[config.mk]
export PLATFORM = sky130hd
export DESIGN_NAME = mips_multicycle_ctrl_flat
export DESIGN_NICKNAME = d
export VERILOG_FILES = /design/src/rtl/mips_multicycle_ctrl_pkg.sv /design/src/rtl/mips_multicycle_ctrl_if.sv /design/src/rtl/mips_multicycle_ctrl_alu_decoder.sv /design/src/rtl/mips_multicycle_ctrl.sv /design/src/flat_wrapper.sv
export SDC_FILE = /design/constraint.sdc
export NUM_CORES = 1
export LEC_CHECK = 0
export ABC_AREA = 1
export CAP_MARGIN = 20
export CORE_AREA = 2 2 59 61
export DETAILED_ROUTE_END_ITERATION = 6
export DIE_AREA = 0 0 61 63
export PLACE_DENSITY = 0.52
export SYNTH_ARGS = -nofsm -noshare
export SYNTH_HDL_FRONTEND = slang
export SYNTH_SLANG_ARGS = --single-unit
export TNS_END_PERCENT = 50
[constraint.sdc]
create_clock -name clk -period 1.4 [get_ports clk]
set_input_delay 0.35 -clock clk [delete_from_list [all_inputs] [get_ports clk]]
set_output_delay 0.35 -clock clk [all_outputs]
set_load 0.02 [all_outputs]
[src/rtl/mips_multicycle_ctrl_pkg.sv]
// Shared types and constants for the multi-cycle MIPS control unit.
package mips_ctrl_pkg;

  localparam int ALU_W = 4;

  // Control states; the numeric value is exported on state_dbg.
  typedef enum logic [3:0] {
    RST_IDLE = 4'd0,
    FETCH    = 4'd1,
    DECODE   = 4'd2,
    EXEC_R   = 4'd3,
    WB_R     = 4'd4,
    EXEC_I   = 4'd5,
    WB_I     = 4'd6,
    MEM_ADR  = 4'd7,
    MEM_RD   = 4'd8,
    WB_MEM   = 4'd9,
    MEM_WR   = 4'd10,
    BRANCH   = 4'd11,
    JUMP     = 4'd12
  } state_t;

  // Opcodes (IR[31:26])
  localparam logic [5:0] OP_RTYPE = 6'h00;
  localparam logic [5:0] OP_J     = 6'h02;
  localparam logic [5:0] OP_BEQ   = 6'h04;
  localparam logic [5:0] OP_BNE   = 6'h05;
  localparam logic [5:0] OP_ADDI  = 6'h08;
  localparam logic [5:0] OP_SLTI  = 6'h0A;
  localparam logic [5:0] OP_ANDI  = 6'h0C;
  localparam logic [5:0] OP_ORI   = 6'h0D;
  localparam logic [5:0] OP_LW    = 6'h23;
  localparam logic [5:0] OP_SW    = 6'h2B;

  // R-type function codes (IR[5:0])
  localparam logic [5:0] F_SLL = 6'h00;
  localparam logic [5:0] F_SRL = 6'h02;
  localparam logic [5:0] F_ADD = 6'h20;
  localparam logic [5:0] F_SUB = 6'h22;
  localparam logic [5:0] F_AND = 6'h24;
  localparam logic [5:0] F_OR  = 6'h25;
  localparam logic [5:0] F_SLT = 6'h2A;

  // ALU operation codes
  localparam logic [ALU_W-1:0] ALU_AND = 4'b0000;
  localparam logic [ALU_W-1:0] ALU_OR  = 4'b0001;
  localparam logic [ALU_W-1:0] ALU_ADD = 4'b0010;
  localparam logic [ALU_W-1:0] ALU_SUB = 4'b0110;
  localparam logic [ALU_W-1:0] ALU_SLT = 4'b0111;
  localparam logic [ALU_W-1:0] ALU_SLL = 4'b1000;
  localparam logic [ALU_W-1:0] ALU_SRL = 4'b1001;

  // Datapath mux selects
  localparam logic [1:0] SRCA_PC      = 2'd0;
  localparam logic [1:0] SRCA_RS      = 2'd1;
  localparam logic [1:0] SRCA_SHAMT   = 2'd2;
  localparam logic [1:0] SRCB_RT      = 2'd0;
  localparam logic [1:0] SRCB_FOUR    = 2'd1;
  localparam logic [1:0] SRCB_IMM     = 2'd2;
  localparam logic [1:0] SRCB_IMM_SH2 = 2'd3;
  localparam logic [1:0] PCSRC_ALU    = 2'd0;
  localparam logic [1:0] PCSRC_ALUOUT = 2'd1;
  localparam logic [1:0] PCSRC_JUMP   = 2'd2;

  // Shifts take their A operand from the shamt field instead of rs.
  function automatic logic is_shift(input logic [5:0] funct);
    return (funct == F_SLL) || (funct == F_SRL);
  endfunction

endpackage

[src/rtl/mips_multicycle_ctrl_if.sv]
// Control bus between the multi-cycle controller (master) and the datapath (slave).
interface mips_multicycle_ctrl_if;
  import mips_ctrl_pkg::*;

  logic [5:0]       opcode;
  logic [5:0]       funct;
  logic             alu_zero;
  logic             mem_ready;
  logic             pc_en;
  logic [1:0]       pc_src;
  logic             iord;
  logic             mem_rd;
  logic             mem_wr;
  logic             ir_write;
  logic             reg_write;
  logic             reg_dst;
  logic             mem_to_reg;
  logic [1:0]       alu_src_a;
  logic [1:0]       alu_src_b;
  logic [ALU_W-1:0] alu_ctrl;
  logic             illegal_instr;
  logic [3:0]       state_dbg;

  modport master (
    input  opcode, funct, alu_zero, mem_ready,
    output pc_en, pc_src, iord, mem_rd, mem_wr, ir_write, reg_write, reg_dst,
           mem_to_reg, alu_src_a, alu_src_b, alu_ctrl, illegal_instr, state_dbg
  );

  modport slave (
    output opcode, funct, alu_zero, mem_ready,
    input  pc_en, pc_src, iord, mem_rd, mem_wr, ir_write, reg_write, reg_dst,
           mem_to_reg, alu_src_a, alu_src_b, alu_ctrl, illegal_instr, state_dbg
  );
endinterface

[src/rtl/mips_multicycle_ctrl_alu_decoder.sv]
// Combinational ALU operation select and instruction legality check.
module mips_alu_decoder
  import mips_ctrl_pkg::*;
(
  input  state_t           state,
  input  logic [5:0]       opcode,
  input  logic [5:0]       funct,
  output logic [ALU_W-1:0] alu_ctrl,
  output logic             legal
);

  logic [ALU_W-1:0] r_ctrl;
  logic [ALU_W-1:0] i_ctrl;
  logic             r_ok;
  logic             i_ok;

  // Map funct (R-type) and opcode (I-type) to ALU operations and flag supported encodings.
  always_comb begin
    r_ctrl = ALU_AND;
    r_ok   = 1'b1;
    case (funct)
      F_ADD:   r_ctrl = ALU_ADD;
      F_SUB:   r_ctrl = ALU_SUB;
      F_AND:   r_ctrl = ALU_AND;
      F_OR:    r_ctrl = ALU_OR;
      F_SLT:   r_ctrl = ALU_SLT;
      F_SLL:   r_ctrl = ALU_SLL;
      F_SRL:   r_ctrl = ALU_SRL;
      default: r_ok   = 1'b0;
    endcase

    i_ctrl = ALU_ADD;
    i_ok   = 1'b1;
    case (opcode)
      OP_ADDI: i_ctrl = ALU_ADD;
      OP_ANDI: i_ctrl = ALU_AND;
      OP_ORI:  i_ctrl = ALU_OR;
      OP_SLTI: i_ctrl = ALU_SLT;
      default: i_ok   = 1'b0;
    endcase
  end

  // An instruction is legal if its opcode is one the FSM sequences (R-type also needs a known funct).
  always_comb begin
    case (opcode)
      OP_RTYPE:                          legal = r_ok;
      OP_LW, OP_SW, OP_BEQ, OP_BNE, OP_J: legal = 1'b1;
      default:                           legal = i_ok;
    endcase
  end

  // Pick the ALU operation the current state needs; idle states park on AND (all zeros).
  always_comb begin
    case (state)
      FETCH, DECODE, MEM_ADR: alu_ctrl = ALU_ADD;
      EXEC_R:                 alu_ctrl = r_ctrl;
      EXEC_I:                 alu_ctrl = i_ctrl;
      BRANCH:                 alu_ctrl = ALU_SUB;
      default:                alu_ctrl = ALU_AND;
    endcase
  end

endmodule

[src/rtl/mips_multicycle_ctrl.sv]
// Main control FSM of the multi-cycle MIPS core: one state per cycle, memory-ready stalls.
module mips_multicycle_ctrl
  import mips_ctrl_pkg::*;
#(
  parameter int MEM_WAIT_EN = 1
) (
  input  logic                   clk,
  input  logic                   rstb,
  mips_multicycle_ctrl_if.master bus
);

  state_t           state_reg;
  state_t           state_next;
  logic             mem_ready_q;
  logic             instr_legal;
  logic [ALU_W-1:0] alu_ctrl_dec;

  // With waiting disabled the memory is assumed to answer in a single cycle.
  assign mem_ready_q = (MEM_WAIT_EN != 0) ? bus.mem_ready : 1'b1;

  mips_alu_decoder u_alu_dec (
    .state    (state_reg),
    .opcode   (bus.opcode),
    .funct    (bus.funct),
    .alu_ctrl (alu_ctrl_dec),
    .legal    (instr_legal)
  );

  assign bus.alu_ctrl  = alu_ctrl_dec;
  assign bus.state_dbg = state_reg;

  // State register; reset drops to RST_IDLE immediately, abandoning any instruction.
  always_ff @(posedge clk or negedge rstb) begin
    if (!rstb) state_reg <= RST_IDLE;
    else       state_reg <= state_next;
  end

  // Next-state sequencing, including memory stalls and opcode dispatch in DECODE.
  always_comb begin
    state_next = state_reg;
    case (state_reg)
      RST_IDLE: state_next = FETCH;
      FETCH:    if (mem_ready_q) state_next = DECODE;
      DECODE: begin
        if (!instr_legal) begin
          state_next = FETCH;
        end else begin
          case (bus.opcode)
            OP_RTYPE:                          state_next = EXEC_R;
            OP_LW, OP_SW:                      state_next = MEM_ADR;
            OP_ADDI, OP_ANDI, OP_ORI, OP_SLTI: state_next = EXEC_I;
            OP_BEQ, OP_BNE:                    state_next = BRANCH;
            OP_J:                              state_next = JUMP;
            default:                           state_next = FETCH;
          endcase
        end
      end
      EXEC_R:   state_next = WB_R;
      WB_R:     state_next = FETCH;
      EXEC_I:   state_next = WB_I;
      WB_I:     state_next = FETCH;
      MEM_ADR:  state_next = (bus.opcode == OP_SW) ? MEM_WR : MEM_RD;
      MEM_RD:   if (mem_ready_q) state_next = WB_MEM;
      WB_MEM:   state_next = FETCH;
      MEM_WR:   if (mem_ready_q) state_next = FETCH;
      BRANCH:   state_next = FETCH;
      JUMP:     state_next = FETCH;
      default:  state_next = RST_IDLE;
    endcase
  end

  // Datapath strobes and selects decoded from the current state (all zero unless set).
  always_comb begin
    bus.pc_en         = 1'b0;
    bus.pc_src        = PCSRC_ALU;
    bus.iord          = 1'b0;
    bus.mem_rd        = 1'b0;
    bus.mem_wr        = 1'b0;
    bus.ir_write      = 1'b0;
    bus.reg_write     = 1'b0;
    bus.reg_dst       = 1'b0;
    bus.mem_to_reg    = 1'b0;
    bus.alu_src_a     = SRCA_PC;
    bus.alu_src_b     = SRCB_RT;
    bus.illegal_instr = 1'b0;
    case (state_reg)
      FETCH: begin
        bus.mem_rd    = 1'b1;
        bus.ir_write  = mem_ready_q;
        bus.pc_en     = mem_ready_q;
        bus.alu_src_b = SRCB_FOUR;
      end
      DECODE: begin
        bus.alu_src_b     = SRCB_IMM_SH2;
        bus.illegal_instr = ~instr_legal;
      end
      EXEC_R: begin
        bus.alu_src_a = is_shift(bus.funct) ? SRCA_SHAMT : SRCA_RS;
        bus.alu_src_b = SRCB_RT;
      end
      WB_R: begin
        bus.reg_write = 1'b1;
        bus.reg_dst   = 1'b1;
      end
      EXEC_I, MEM_ADR: begin
        bus.alu_src_a = SRCA_RS;
        bus.alu_src_b = SRCB_IMM;
      end
      WB_I: bus.reg_write = 1'b1;
      MEM_RD: begin
        bus.mem_rd = 1'b1;
        bus.iord   = 1'b1;
      end
      WB_MEM: begin
        bus.reg_write  = 1'b1;
        bus.mem_to_reg = 1'b1;
      end
      MEM_WR: begin
        bus.mem_wr = 1'b1;
        bus.iord   = 1'b1;
      end
      BRANCH: begin
        bus.alu_src_a = SRCA_RS;
        bus.alu_src_b = SRCB_RT;
        bus.pc_src    = PCSRC_ALUOUT;
        bus.pc_en     = (bus.opcode == OP_BNE) ? ~bus.alu_zero : bus.alu_zero;
      end
      JUMP: begin
        bus.pc_src = PCSRC_JUMP;
        bus.pc_en  = 1'b1;
      end
      default: ;
    endcase
  end

endmodule

[src/flat_wrapper.sv]
// flat-port wrapper written by rule: the top's interface ports become plain ports
module mips_multicycle_ctrl_flat import mips_ctrl_pkg::*;
#(
  parameter int MEM_WAIT_EN = 1
)
  (clk, rstb, bus_opcode, bus_funct, bus_alu_zero, bus_mem_ready, bus_pc_en, bus_pc_src, bus_iord, bus_mem_rd, bus_mem_wr, bus_ir_write, bus_reg_write, bus_reg_dst, bus_mem_to_reg, bus_alu_src_a, bus_alu_src_b, bus_alu_ctrl, bus_illegal_instr, bus_state_dbg);
  mips_multicycle_ctrl_if bus_i ();
  input  logic clk;
  input  logic rstb;
  input wire logic [$bits(bus_i.opcode)-1:0] bus_opcode;
  input wire logic [$bits(bus_i.funct)-1:0] bus_funct;
  input wire logic [$bits(bus_i.alu_zero)-1:0] bus_alu_zero;
  input wire logic [$bits(bus_i.mem_ready)-1:0] bus_mem_ready;
  output wire logic [$bits(bus_i.pc_en)-1:0] bus_pc_en;
  output wire logic [$bits(bus_i.pc_src)-1:0] bus_pc_src;
  output wire logic [$bits(bus_i.iord)-1:0] bus_iord;
  output wire logic [$bits(bus_i.mem_rd)-1:0] bus_mem_rd;
  output wire logic [$bits(bus_i.mem_wr)-1:0] bus_mem_wr;
  output wire logic [$bits(bus_i.ir_write)-1:0] bus_ir_write;
  output wire logic [$bits(bus_i.reg_write)-1:0] bus_reg_write;
  output wire logic [$bits(bus_i.reg_dst)-1:0] bus_reg_dst;
  output wire logic [$bits(bus_i.mem_to_reg)-1:0] bus_mem_to_reg;
  output wire logic [$bits(bus_i.alu_src_a)-1:0] bus_alu_src_a;
  output wire logic [$bits(bus_i.alu_src_b)-1:0] bus_alu_src_b;
  output wire logic [$bits(bus_i.alu_ctrl)-1:0] bus_alu_ctrl;
  output wire logic [$bits(bus_i.illegal_instr)-1:0] bus_illegal_instr;
  output wire logic [$bits(bus_i.state_dbg)-1:0] bus_state_dbg;
  assign bus_i.opcode = bus_opcode;
  assign bus_i.funct = bus_funct;
  assign bus_i.alu_zero = bus_alu_zero;
  assign bus_i.mem_ready = bus_mem_ready;
  assign bus_pc_en = bus_i.pc_en;
  assign bus_pc_src = bus_i.pc_src;
  assign bus_iord = bus_i.iord;
  assign bus_mem_rd = bus_i.mem_rd;
  assign bus_mem_wr = bus_i.mem_wr;
  assign bus_ir_write = bus_i.ir_write;
  assign bus_reg_write = bus_i.reg_write;
  assign bus_reg_dst = bus_i.reg_dst;
  assign bus_mem_to_reg = bus_i.mem_to_reg;
  assign bus_alu_src_a = bus_i.alu_src_a;
  assign bus_alu_src_b = bus_i.alu_src_b;
  assign bus_alu_ctrl = bus_i.alu_ctrl;
  assign bus_illegal_instr = bus_i.illegal_instr;
  assign bus_state_dbg = bus_i.state_dbg;
  mips_multicycle_ctrl #(.MEM_WAIT_EN(MEM_WAIT_EN)) u_core (.clk(clk), .rstb(rstb), .bus(bus_i));
endmodule
==> summary.txt, run 1 <==
Status
  – Status: finished with violations
  – Violated checks: setup timing

Synth
  – Cell taking the most area after synthesis: nand2_1
  – Yosys top cell area share: 0.154
  – Synth Cell Area: between 700 and 800 um2
  – Post-synthesis sequential area ratio: 0.137
  – Area contributors post-synth: nand2_1, dfrtp_1, nor2_2
  – Post-Syn Nets: roughly 150
  – Ys Warns: 0
  – Gate count of the mapped netlist: around 130
  – Syn avg cell area: between 5 and 6 um2
  – #FFs+latches synth: 4
  – Post-synth cell types: 22

GRT
  – Global-route met1 utilization: 0.198
  – GRT overflow: 0
  – M3 GR Usage: 0.0331
  – Global Route met2 Usage: 0.304
  – Antenna violations before repair: 0
  – Largest net degree at the start of global routing: 7
  – GRT Util Overall: 0.166
  – First-pass GRT wire length: between 4 and 5 mm
  – Vias in the first global route: 1150
  – Gr busiest metal: met2

Routing
  – Final WL: approximately 3.1 mm
  – Routed len/inst: 11.8 um
  – Via/cell ratio: 4.40
  – DR iter-0 viols: 10
  – DR pass1 iterations: 4
  – Vias: 1156
  – Post-route ant nets: 0
  – Residual DRC count: 0

STA
  – Post-layout min period: 1.85 ns
  – Achievable frequency: ~540 MHz
  – Final WS setup: -0.445 ns
  – Worst slew pin tran: about 0.24 ns
  – Final max-slew violation count: 0
  – Worst slew margin: 0.840
  – RSZ-0062 raised after global routing: yes
  – Final setup viols: 22
  – Min Hold Slack: 0.314 ns
  – Fin crit share: 1.32
  – Layout Skew: 0.00170 ns
  – Final hold viol count: 0

Finish
  – Design area: ~1800 um2
  – Nets: ~240
  – Layout Cells excl Fill: between 200 and 300
  – Number of antenna diodes: 0
  – Layout cells sized above 1: 0.705
  – Area Overhead vs Synth: 141%
  – Final core utilization: 0.544
  – Flip-flop count of the largest register after layout: 4
  – Fillers: 330

Floorplanning
  – Core Box Area: ~3200 um2
  – IO Count: 39
  – Initial core utilization: 0.226
  – Die footprint: just under 4000 um2
  – Die Ht: between 60 and 70 um
  – Die width: 61 um
  – Row count: 21

Clocking
  – CTS tree: yes
  – Sink Count: 4
  – Cts bufs inserted: 3
  – CTS H-tree depth: 1
  – Root buffer cell: clkbuf_4
  – Clock Latency Late Sink: about 0.24 ns
  – Clock Pin Slew Worst Setup and Hold Paths: approximately 0.040 ns
  – CTS Buffer Depth: 2

Worst setup path
  – Worst Setup End Kind: output port
  – Max incr delay on CP: 0.42 ns
  – Worst path top cell family by delay: simple AND/OR/NAND/NOR gates
  – Bufs and invs on worst path: 3
  – Reg2reg setup slack: -0.09 ns
  – Data arrival, critical path: ~1.5 ns
  – CP Cell Sequence: buf_6, nor2_4, buf_4, nand3_1, nand2_2, nor2_4, nand3_2, buf_6
  – CP Launch Point: u_core.bus.state_dbg[3]$_DFFE_PN0P_
  – Critical R2R Launch: u_core.bus.state_dbg[3]$_DFFE_PN0P_
  – Max stage delay cell, worst path: dfrtp_2
  – CP Data Required Time: 1.05 ns
  – CP Launch Type: register
  – CP max FO: 4
  – Crit path kind: register to output port

Power and ir drop
  – Power Density: about 1600 nW/um2
  – Pleak: between 0.0008 and 0.0009 uW
  – Max rail drop VDD: roughly 1.1 mV

Flow run
  – Max-Cap Viols: 0

Place
  – GP Congestion: between 0.8 and 0.9
  – Cell Area, Placed: 1520 um2
  – Post-detail-place hpwl: ~2.3 mm
  – # port buffers: 38
  – Placed Instances: about 250

Min path
  – Worst hold path class: input port to async pin
[per-layer routing]
layer / wire length [um] / vias to the layer above
met4: 8 / 0
met3: 110 / 2
met2: 1730 / 30
met1: 1260 / 532
li1: - / 592
met5: 0 / -
[final cells by class]
| type | count | area, um2 | area share |
|---|---|---|---|
| clock buffers | 3 | 22.5 | 0.0128 |
| multi-input cells | 102 | 757 | 0.431 |
| well taps | 46 | 57.6 | 0.0327 |
| repair buffers | 86 | 718 | 0.409 |
| inverters | 22 | 97.6 | 0.0555 |
| flip-flops and latches | 4 | 105 | 0.0598 |
[power breakdown]
group / total, uW / switching [uW] / internal, uW
logic: 2330 / 1230 / 1110
registers: 284 / 112 / 172
clock network: 144 / 48.3 / 96.0
[placed cells by master (no fill, tap or decap)]
master / count
a21oi_1: 2
a21oi_2: 1
buf_12: 1
buf_2: 2
buf_4: 49
buf_6: 19
clkbuf_2: 8
clkbuf_4: 3
clkdlybuf4s15_1: 1
clkdlybuf4s50_1: 3
dfrtp_2: 4
dlygate4sd2_1: 3
inv_1: 5
inv_2: 11
inv_4: 6
nand2_1: 25
nand2_2: 4
nand2_4: 2
nand3_1: 5
nand3_2: 9
nand3b_1: 3
nand4_1: 3
nor2_1: 6
nor2_2: 10
nor2_4: 19
nor3_4: 1
o2111ai_1: 1
o2111ai_4: 1
o21ai_0: 2
o21ai_1: 3
o21ai_4: 1
o221ai_2: 1
o22ai_1: 1
o22ai_4: 1
o31ai_1: 1
[synth_stat cells]
library cell and number:
dfrtp_1 4, nand4_1 3, nor2_2 12, inv_1 11
o22ai_1 2, o31ai_1 1, nand2_1 30, nor2_4 4
nand2_2 1, o2111ai_1 2, nand3b_1 3, inv_2 11
o21ai_1 3, o221ai_1 1, o21ai_2 1, nand3_2 3
nor2_1 19, nand3_1 11, a21oi_1 3, nor3_1 1
o21ai_0 2, buf_6 1
[worst register-to-register path: stages, from the launching register on]
cell     delay, ns
dfrtp_2       0.42
buf_6         0.13
inv_4         0.05
nor2_4        0.03
inv_2         0.08
buf_4         0.17
nor2_4        0.05
buf_4         0.13
o21ai_4       0.17
o21ai_1       0.08
o21ai_0       0.09
[what timing repair did]
| item | 4_1_cts | 5_1_grt |
|---|---|---|
| endpoints found under the setup margin | 27 | 24 |
| buffers inserted | 7 | 6 |
| pin swaps | 21 | 15 |
| resized for setup | 144 | 52 |
| endpoints found under the hold margin | 0 | 0 |
| hold buffers | 0 | 0 |
[worst paths after layout]
| path | endpoint | depth (start not counted) |
|---|---|---|
| max in group asynchronous | u_core.bus.state_dbg[3]$_DFFE_PN0P_ | 1 |
| max reg2reg | u_core.bus.state_dbg[3]$_DFFE_PN0P_ | 10 |
| min reg2reg | u_core.bus.state_dbg[0]$_DFFE_PN0P_ | 3 |
| min in group clk | u_core.bus.state_dbg[2]$_DFFE_PN0P_ | 5 |
| max | bus_alu_ctrl[1] | 8 |
| min | u_core.bus.state_dbg[1]$_DFFE_PN0P_ | 1 |
[per-stage QoR]
| step | power (uW) | worst slack (ns) | setup TNS (ns) |
|---|---|---|---|
| final | 2760 | -0.445 | -6.47 |
| after global routing | 2950 | -0.512 | -8.18 |
| after CTS | 2470 | -0.417 | -6.34 |
| after detailed placement | 2160 | -1.11 | -15.20 |
| after global placement | 2150 | -1.07 | -14.90 |
| after floorplan | 1300 | -0.235 | -1.23 |
[logic make-up after synthesis]
kind of cell	Yosys count	share of synthesized area
compound gates	15	0.130
buf+inv	23	0.128
flops	4	0.137
simple gates	87	0.604
(Power assumes the default switching activity.)
==> run 2: changes to the inputs <==
--- a/config.mk
+++ b/config.mk
@@ -11,6 +11,7 @@
 export DETAILED_ROUTE_END_ITERATION = 6
 export DIE_AREA = 0 0 61 63
 export PLACE_DENSITY = 0.52
+export SKIP_CTS_REPAIR_TIMING = 1
 export SYNTH_ARGS = -nofsm -noshare
 export SYNTH_HDL_FRONTEND = slang
 export SYNTH_SLANG_ARGS = --single-unit
==> run 2 against run 1 <==
The flow still finishes with violations (setup timing). Via count shrank 2.4%. Non-clock buffer count shrank 7. Worst hold slack got worse by 0.0015 ns. Die area unchanged. Total power shrank 7.3%. Sequential power fell by 2%. Critical path type unchanged. Largest cell class unchanged. Largest power group unchanged.
==> summary.txt, run 2 (synthesized netlist as in run 1, its figures left out) <==
Worst setup path
  – Worst r2r dst: u_core.bus.state_dbg[3]$_DFFE_PN0P_ (unchanged)
  – Critical R2R Launch: u_core.bus.state_dbg[3]$_DFFE_PN0P_ (unchanged)
  – Reg2reg setup slack: -0.08 ns (was -0.09 ns)
  – Bufs and invs on worst path: 4 (was 3)
  – CP Launch Type: register (unchanged)
  – Crit path kind: register to output port (unchanged)
  – Worst Setup End Kind: output port (unchanged)
  – Data arrival, critical path: 1.47 ns (was 1.50 ns)
  – CP max FO: 4 (unchanged)
  – CP Data Required Time: 1.05 ns (about the same)
  – Max stage delay cell, worst path: dfrtp_2 (unchanged)
  – R2R cell count: 10 (unchanged)
  – CP Cell Sequence: buf_4, nor2_4, inv_2, nor2_4, inv_2, o221ai_2, buf_4 (was buf_6, nor2_4, buf_4, nand3_1, nand2_2, nor2_4, nand3_2, buf_6)
  – Max incr delay on CP: 0.42 ns (about the same)
  – Worst path top cell family by delay: buffers and inverters (was simple AND/OR/NAND/NOR gates)

Finish
  – Design area: 1740 um2 (was 1760 um2)
  – Most frequent cells in the layout: buf_4, nand2_1, nor2_4 (was buf_4, nand2_1, nor2_4, buf_6, inv_2)
  – Number of antenna diodes: 0 (unchanged)
  – Layout Cells excl Fill: 256 (was 263)
  – Flip-flop count of the largest register after layout: 4 (unchanged)
  – Nets: 228 (was 235)
  – Layout cells sized above 1: 0.657 (was 0.705)
  – Commonest non-fill, non-tap cell in the layout: buf_4 (unchanged)
  – Area Overhead vs Synth: 139% (was 141%)

Place
  – Post-detail-place hpwl: 2.31 mm (unchanged)
  – # port buffers: 38 (unchanged)
  – Cell Area, Placed: 1520 um2 (unchanged)
  – GP Congestion: 0.845 (unchanged)
  – Placed Instances: 247 (unchanged)

STA
  – Final setup viols: 22 (unchanged)
  – RSZ-0062 raised after global routing: yes (unchanged)
  – Setup TNS: -6.08 ns (was -6.47 ns)
  – Achievable frequency: 551 MHz (was 542 MHz)
  – Fin crit share: 1.30 (was 1.32)
  – Worst slew pin tran: 0.237 ns (was 0.238 ns)
  – Post-layout min period: 1.82 ns (was 1.85 ns)
  – Final hold viol count: 0 (unchanged)
  – Final WS setup: -0.416 ns (was -0.445 ns)
  – Final max-slew violation count: 0 (unchanged)
  – Min Hold Slack: 0.312 ns (was 0.314 ns)
  – Worst slew margin: 0.841 (was 0.840)
  – Layout Skew: 0.000745 ns (was 0.00170 ns)

Clocking
  – Clock Pin Slew Worst Setup and Hold Paths: 0.04 ns (about the same)
  – Cts bufs inserted: 3 (unchanged)
  – Root buffer cell: clkbuf_4 (unchanged)
  – CTS Buffer Depth: 2 (unchanged)
  – Clock Latency Late Sink: 0.24 ns (about the same)
  – CTS tree: yes (unchanged)
  – Sink Count: 4 (unchanged)
  – CTS H-tree depth: 1 (unchanged)

GRT
  – Vias in the first global route: 1044 (was 1150)
  – GRT Util Overall: 0.150 (was 0.166)
  – GRT overflow: 0 (unchanged)
  – Largest net degree at the start of global routing: 7 (unchanged)
  – First-pass GRT wire length: 4.53 mm (was 4.96 mm)
  – Antenna violations before repair: 0 (unchanged)

Routing
  – DR iter-0 viols: 14 (was 10)
  – Final WL: 2.95 mm (was 3.10 mm)
  – DR pass1 iterations: 4 (unchanged)
  – Post-route ant nets: 0 (unchanged)
  – Via/cell ratio: 4.41 (was 4.40)
  – Residual DRC count: 0 (unchanged)
  – Vias: 1128 (was 1156)
  – Routed len/inst: 11.5 um (was 11.8 um)

Floorplanning
  – Row count: 21 (unchanged)
  – Core Box Area: 3230 um2 (unchanged)
  – Die footprint: 3840 um2 (unchanged)
  – Initial core utilization: 0.226 (unchanged)
  – Die width: 61 um (unchanged)
  – IO Count: 39 (unchanged)
  – Die Ht: 63 um (unchanged)

Flow run
  – Max-Cap Viols: 0 (unchanged)

Status
  – Violated checks: setup timing (unchanged)
  – Status: finished with violations (unchanged)

Min path
  – Worst hold path class: input port to async pin (unchanged)

Power and ir drop
  – Power Density: 1470 nW/um2 (was 1570 nW/um2)
  – Overall power: 2560 uW (was 2760 uW)
  – Pleak: 0.000922 uW (was 0.000859 uW)
  – Max rail drop VDD: 1.10 mV (about the same)
[run 2: cell types whose count changed in the layout (fill, tap and decap cells not counted), sizes merged]
| cell | change |
|---|---|
| dlymetal6s2s | +11 |
| clkbuf | -3 |
| buf | -11 |
| dlygate4sd2 | -3 |
| clkdlybuf4s15 | -1 |
[run 2: report_power, final]
group | internal (uW) | total [uW] | switching [uW]
combinational | 983 | 2140 | 1150
clock | 96.1 | 147 | 50.5
sequential | 172 | 278 | 106
total | 1250 | 2560 | 1310
[run 2: how the worst max path moves through the flow]
stage          cells past startpoint                                 from                end  slack (ns)
4_1_cts                            8                        bus_opcode[2]  bus_illegal_instr       -1.11
3_3_place_gp                       8                        bus_opcode[2]  bus_illegal_instr       -1.07
3_5_place_dp                       8                        bus_opcode[2]  bus_illegal_instr       -1.11
6_report                           7  u_core.bus.state_dbg[3]$_DFFE_PN0P_    bus_alu_ctrl[2]       -0.42
5_1_grt                           10  u_core.bus.state_dbg[3]$_DFFE_PN0P_          bus_pc_en       -0.50
2_1_floorplan                      8  u_core.bus.state_dbg[3]$_DFFE_PN0P_          bus_pc_en       -0.24
[run 2: stage by stage]
step | worst slack (ns) | utilization
CTS | -1.11 | 0.476
global placement | -1.07 | 0.469
finish | -0.416 | 0.540
detailed placement | -1.11 | 0.469
global route | -0.503 | 0.540
floorplan | -0.235 | -
[run 2: area by class of cell]
cell class | instances | area [um2]
clock buffer | 3 | 22.5
fill | 315 | 1490
inverter | 22 | 97.6
multi-input combinational | 102 | 738
sequential | 4 | 105
tap | 46 | 57.6
timing repair buffer | 79 | 723
[run 2: layer usage]
layer  routed length (um)  part of all wire  up-vias  global-route usage
met5                    0                 0        -                   0
met4                    8            0.0027        0              0.0163
met3                   92             0.031        2              0.0331
met2                 1620              0.55       21               0.258
met1                 1220              0.41      524               0.193
li1                     -                 -      581                   -
